==> src/rtl/mfcc_sequencer.sv <==
// Frame-level controller for the MFCC pipeline: sequences Hamming, FFT, Mel and DCT
// for each frame, slides the window buffer, tracks one pending frame and watchdogs each stage.
module mfcc_sequencer #(
    parameter int unsigned TIMEOUT_CYCLES    = 20000,
    parameter int unsigned WDOG_WIDTH        = 16,
    parameter int unsigned FRAME_COUNT_WIDTH = 16
) (
    input  logic                         clk,
    input  logic                         rst_n,
    input  logic                         enable_i,
    input  logic                         clear_i,
    input  logic                         frame_ready_i,
    input  logic                         hamming_done_i,
    input  logic                         fft_done_i,
    input  logic                         mel_done_i,
    input  logic                         dct_done_i,
    output logic                         start_hamming_o,
    output logic                         start_fft_o,
    output logic                         start_mel_o,
    output logic                         start_dct_o,
    output logic                         start_move_o,
    output logic                         frame_done_o,
    output logic                         busy_o,
    output logic [2:0]                   stage_o,
    output logic [FRAME_COUNT_WIDTH-1:0] frame_count_o,
    output logic                         overrun_o,
    output logic                         error_o,
    output logic [2:0]                   error_stage_o
);

    typedef enum logic [2:0] {
        S_IDLE = 3'd0,
        S_WAIT = 3'd1,
        S_HAM  = 3'd2,
        S_FFT  = 3'd3,
        S_MEL  = 3'd4,
        S_DCT  = 3'd5,
        S_ADV  = 3'd6,
        S_ERR  = 3'd7
    } state_t;

    localparam bit WDOG_ON = (TIMEOUT_CYCLES != 0);
    localparam logic [WDOG_WIDTH-1:0] WDOG_LAST =
        WDOG_ON ? WDOG_WIDTH'(TIMEOUT_CYCLES - 1) : '0;

    state_t                         state_q, state_d;
    logic                           pending_q, pending_d;
    logic [WDOG_WIDTH-1:0]          wdog_q, wdog_d;
    logic                           overrun_q, overrun_d;
    logic                           error_q, error_d;
    logic [2:0]                     err_stage_q, err_stage_d;
    logic [FRAME_COUNT_WIDTH-1:0]   count_q, count_d;
    logic                           start_ham_q, start_ham_d;
    logic                           start_fft_q, start_fft_d;
    logic                           start_mel_q, start_mel_d;
    logic                           start_dct_q, start_dct_d;
    logic                           move_q, move_d;
    logic                           fdone_q, fdone_d;
    logic                           busy_q, busy_d;

    logic in_stage;
    logic frame_active;
    logic stage_done;
    logic stage_first;
    logic wdog_counting;
    logic wdog_fire;

    assign in_stage     = (state_q inside {S_HAM, S_FFT, S_MEL, S_DCT});
    assign frame_active = (state_q inside {S_HAM, S_FFT, S_MEL, S_DCT, S_ADV});
    // The start pulse cycle is the first cycle of a stage; the count only begins after it,
    // so a stage is allowed TIMEOUT_CYCLES cycles from its start pulse to its done pulse.
    assign stage_first   = start_ham_q | start_fft_q | start_mel_q | start_dct_q;
    assign wdog_counting = WDOG_ON && in_stage && !stage_first;
    assign wdog_fire     = wdog_counting && !stage_done && (wdog_q == WDOG_LAST);

    always_comb begin
        stage_done = 1'b0;
        unique case (state_q)
            S_HAM:   stage_done = hamming_done_i;
            S_FFT:   stage_done = fft_done_i;
            S_MEL:   stage_done = mel_done_i;
            S_DCT:   stage_done = dct_done_i;
            default: stage_done = 1'b0;
        endcase
    end

    always_comb begin
        state_d     = state_q;
        pending_d   = pending_q;
        wdog_d      = '0;
        overrun_d   = overrun_q & ~clear_i;
        error_d     = error_q & ~clear_i;
        err_stage_d = err_stage_q;
        count_d     = count_q;
        start_ham_d = 1'b0;
        start_fft_d = 1'b0;
        start_mel_d = 1'b0;
        start_dct_d = 1'b0;
        move_d      = 1'b0;
        fdone_d     = 1'b0;

        if (frame_active && frame_ready_i) begin
            if (pending_q) begin
                overrun_d = 1'b1;
            end else begin
                pending_d = 1'b1;
            end
        end

        unique case (state_q)
            S_IDLE: begin
                if (enable_i) state_d = S_WAIT;
            end
            S_WAIT: begin
                if (frame_ready_i || pending_q) begin
                    state_d     = S_HAM;
                    start_ham_d = 1'b1;
                    // A pending frame and a fresh one together: run one, keep the other queued.
                    pending_d   = pending_q & frame_ready_i;
                end else if (!enable_i) begin
                    state_d = S_IDLE;
                end
            end
            S_HAM: begin
                if (hamming_done_i) begin
                    state_d     = S_FFT;
                    start_fft_d = 1'b1;
                end
            end
            S_FFT: begin
                if (fft_done_i) begin
                    state_d     = S_MEL;
                    start_mel_d = 1'b1;
                end
            end
            S_MEL: begin
                if (mel_done_i) begin
                    state_d     = S_DCT;
                    start_dct_d = 1'b1;
                end
            end
            S_DCT: begin
                if (dct_done_i) begin
                    state_d = S_ADV;
                    move_d  = 1'b1;
                    fdone_d = 1'b1;
                    count_d = count_q + FRAME_COUNT_WIDTH'(1);
                end
            end
            S_ADV: begin
                state_d = enable_i ? S_WAIT : S_IDLE;
            end
            S_ERR: begin
                if (clear_i) state_d = S_IDLE;
            end
            default: state_d = S_IDLE;
        endcase

        if (wdog_fire) begin
            state_d     = S_ERR;
            pending_d   = 1'b0;
            error_d     = 1'b1;
            err_stage_d = state_q;
        end

        if (wdog_counting && (state_d == state_q)) begin
            wdog_d = wdog_q + WDOG_WIDTH'(1);
        end
    end

    assign busy_d = (state_d inside {S_HAM, S_FFT, S_MEL, S_DCT, S_ADV});

    always_ff @(posedge clk or negedge rst_n) begin
        if (!rst_n) begin
            state_q     <= S_IDLE;
            pending_q   <= 1'b0;
            wdog_q      <= '0;
            overrun_q   <= 1'b0;
            error_q     <= 1'b0;
            err_stage_q <= 3'd0;
            count_q     <= '0;
            start_ham_q <= 1'b0;
            start_fft_q <= 1'b0;
            start_mel_q <= 1'b0;
            start_dct_q <= 1'b0;
            move_q      <= 1'b0;
            fdone_q     <= 1'b0;
            busy_q      <= 1'b0;
        end else begin
            state_q     <= state_d;
            pending_q   <= pending_d;
            wdog_q      <= wdog_d;
            overrun_q   <= overrun_d;
            error_q     <= error_d;
            err_stage_q <= err_stage_d;
            count_q     <= count_d;
            start_ham_q <= start_ham_d;
            start_fft_q <= start_fft_d;
            start_mel_q <= start_mel_d;
            start_dct_q <= start_dct_d;
            move_q      <= move_d;
            fdone_q     <= fdone_d;
            busy_q      <= busy_d;
        end
    end

    assign start_hamming_o = start_ham_q;
    assign start_fft_o     = start_fft_q;
    assign start_mel_o     = start_mel_q;
    assign start_dct_o     = start_dct_q;
    assign start_move_o    = move_q;
    assign frame_done_o    = fdone_q;
    assign busy_o          = busy_q;
    assign stage_o         = state_q;
    assign frame_count_o   = count_q;
    assign overrun_o       = overrun_q;
    assign error_o         = error_q;
    assign error_stage_o   = err_stage_q;

endmodule

==> config.mk <==
export PLATFORM = sky130hd
export DESIGN_NAME = mfcc_sequencer
export DESIGN_NICKNAME = d
export VERILOG_FILES = /design/src/rtl/mfcc_sequencer.sv
export SDC_FILE = /design/constraint.sdc
export NUM_CORES = 1
export LEC_CHECK = 0
export CORE_MARGIN = 5
export CORE_UTILIZATION = 45
export DETAILED_ROUTE_END_ITERATION = 10
export HOLD_SLACK_MARGIN = 0.02
export PLACE_DENSITY = 0.69
export SLEW_MARGIN = 40
export SYNTH_ARGS = -nofsm -noshare
export SYNTH_HDL_FRONTEND = slang
export SYNTH_SLANG_ARGS = --single-unit
export TNS_END_PERCENT = 10
==> constraint.sdc <==
create_clock -name clk -period 3.4 [get_ports clk]
set_input_delay 1.02 -clock clk [delete_from_list [all_inputs] [get_ports clk]]
set_output_delay 1.02 -clock clk [all_outputs]
set_load 0.01 [all_outputs]
==> results.yml <==
critical_path:
  cp.required_ps: 3610
  crit_family: "simple AND/OR/NAND/NOR gates"
  critPathCaptureType: "flip-flop"
  cp_slowest_cell: "or4_4"
  critPathKind: "input pin to flip-flop"
  crit_arrival_ps: 3130
  startpoint_type: "input pin"
  critPathMaxStageDelay_ps: 570
  crit_path_max_fanout: 10
  path_cells: "clkdlybuf4s50_1 > nand4b_4 > and4_1 > and4_4 > or4_4 > buf_4 > a211oi_2"
  worst-path-buf-inv: 2
final_layout:
  syn_to_final_growth_pct: 21.6
  antennaDiodeCount: 0
  seqCellArea_um2: 1180
  num-nets-final: 291
  drive_above_1_share_pct: 13.9
  final_cells: 353
  multiInputGateArea_um2: 1270
  nFillCells: 479
clock_tree:
  numCtsBuffers: 5
  clk_latency_ps: 300
  cts_sinks: 47
  clk_pin_slew_worst_paths_ps: 80
  hold_buffers: 0
  cts-resized-gates: 0
  clockBufferDepth: 2
  ctsHtreeMaxLevel: 2
  cts_tree: "built"
  cts_setup_buffers: 0
  cts-root-buf: "clkbuf_8"
timing:
  tightest_slew_ps: 656
  setup_viol: 0
  min_period_ps: 2920
  fin_skew_ps: 11.2
  rsz0062_at_grt: "false"
  finalSetupTns_ps: 0
  whs_ps: 468
  fin_crit_sh_pct: 85.9
  slew_headroom_pct: 56.3
  maxSlewViolCount: 0
  hold_viol_final: 0
  max_freq_mhz: 342
routing:
  vias: 1967
  wl_per_cell_um: 15.4
  viasPerCell: 5.57
  finalWirelength_mm: 5.45
  drt-pass1-iter-count: 4
  drc_errors: 0
  drtAntennaViolNets: 0
  drtIter0Drc: 104
yosys:
  synth.most_common_cell: "dfrtp_1"
  netlist_area_um2: 2550
  synth_common_cells: "dfrtp_1 (47), xnor2_1 (22), nand2_1 (20), nand4_1 (11), a211oi_2 (10)"
  synth_top_flop_cell: "dfrtp_1"
  yosysSeqAreaShare_pct: 46.1
  synth_area_leaders: "dfrtp_1 (46%), xnor2_1 (7.5%), a211oi_2 (4.9%)"
  synth_nets: 250
  synth_edf_count: 0
  synth_largest_area_cell: "dfrtp_1"
  synth_cell_type_count: 55
  syn_avg_cell_area_um2: 10.7
  ys_warn_count: 0
  async_flop_share_pct: 100
  ys_ff_latch: 47
  synth_top_area_share_pct: 46.1
  synth_cells: 239
grt:
  grt_max_degree: 48
  grt_antenna_before_repair: 0
  track_usage_pct: 16.0
  grt_pass1_vias: 1900
  overflow: 0
  grt_pass1_wl_mm: 9.29
floorplan:
  dieArea_um2: 7280
  ios: 40
  rows: 27
  start_util_pct: 46.4
  die_h_um: 85.3
  core-area_um2: 5510
  fp.dieW_um: 85.3
run:
  maxCapViolations: 0
placed_design:
  dp_cells: 345
  io_buffers: 39
  dp_hpwl_mm: 4.03
  place.gp.congestion: 0.832
run_status:
  status: "complete, no violations"
power:
  peakVddDrop_uv: 314
  p_leak_uw: 0.00128
  powerDensity_nw_per_um2: 606
hold_path:
  hold_class: "flip-flop to flip-flop"
## layout make-up
class                           count  area share [%]
Sequential cell                    47            37.9
Timing Repair Buffer               47            14.4
Clock inverter                      1           0.282
Inverter                            7           0.846
Clock buffer                        7            2.78
Tap cell                           72            2.90
Multi-Input combinational cell    172            40.9
## metal layers
metal	vias to the layer above	wire, µm	GRT usage [%]
li1	955	-	-
met1	959	2460	20.3
met2	44	2630	26.6
met3	9	283	4.17
met4	0	77	5.04
met5	-	0	0
## stage by stage
stage          total power [µW]  utilization, %  cell area [µm²]  setup WS, ps
2_1_floorplan              1290               -             2550           784
3_3_place_gp               1540            54.6             3010           217
3_5_place_dp               1550            54.6             3010           145
4_1_cts                    1900            56.4             3100           464
5_1_grt                    2010            56.4             3100           354
6_report                   1880            56.4             3100           480
## sequential cells by signal (all words and copies together), names as in the netlist
register,cells
error_o,1
frame_count_o,16
start_fft_o,1
pending_q,1
error_stage_o,3
busy_o,1
start_hamming_o,1
frame_done_o,1
overrun_o,1
wdog_q,16
start_dct_o,1
stage_o,3
start_mel_o,1
## worst paths after layout
check	from	end	slack [ps]	cells after the start
worst max-delay path	dct_done_i	wdog_q[6]	480	7
worst min-delay path	frame_count_o[15]	frame_count_o[15]	470	1
worst max register to register	stage_o[0]	wdog_q[6]	850	6
worst min register to register	frame_count_o[15]	frame_count_o[15]	470	1
max in group asynchronous	rst_n	wdog_q[6]	2290	1
min in group asynchronous	rst_n	frame_count_o[7]	710	1
## layout by cell type (no fill, tap or decap), types with 2 or more instances in the layout
cell             netlist  final
clkbuf_8               0      6
nor3b_1                2      2
nand4_1               11     11
dfrtp_1               47     47
nor3_1                 4      4
and4_1                 3      3
a211oi_1               7      7
buf_4                  2      9
mux2_2                 2      2
xnor2_1               22     22
nand2_1               20     20
xor2_1                 7      7
o21ai_0                8      8
nand3_1                8      8
nor4b_1                2      2
nor2b_1                4      4
inv_1                  7      7
nand4b_1               2      2
clkdlybuf4s50_1        0     38
o211a_1                2      2
nand2b_1               3      3
a211oi_2              10     10
o22ai_1                2      2
nor2_1                 9      9
nor4_1                 3      3
and3_1                 7      7
and2_1                 2      2
a21oi_1                4      4
ha_1                   2      2
nor4_2                 2      2
## report_power, final
| group | internal, µW | leakage [µW] | switching (µW) | total (µW) |
|---|---|---|---|---|
| Combinational | 349 | 0.000600 | 417 | 765 |
| Clock | 167 | 0.0000484 | 183 | 350 |
| Sequential | 627 | 0.000636 | 138 | 765 |
| Total | 1140 | 0.00128 | 739 | 1880 |
## cell families after synthesis
family	count (synthesis)	share of synthesized area, %
and+or+nand+nor	95	23.1
xor gates and xnor gates	29	9.95
AOI/OAI and AO/OA	44	14.8
muxes	2	0.882
buffers and inverters	20	4.22
DFF	47	46.1
adders and majority gates	2	0.980
Power figures use the tool's default switching activity.
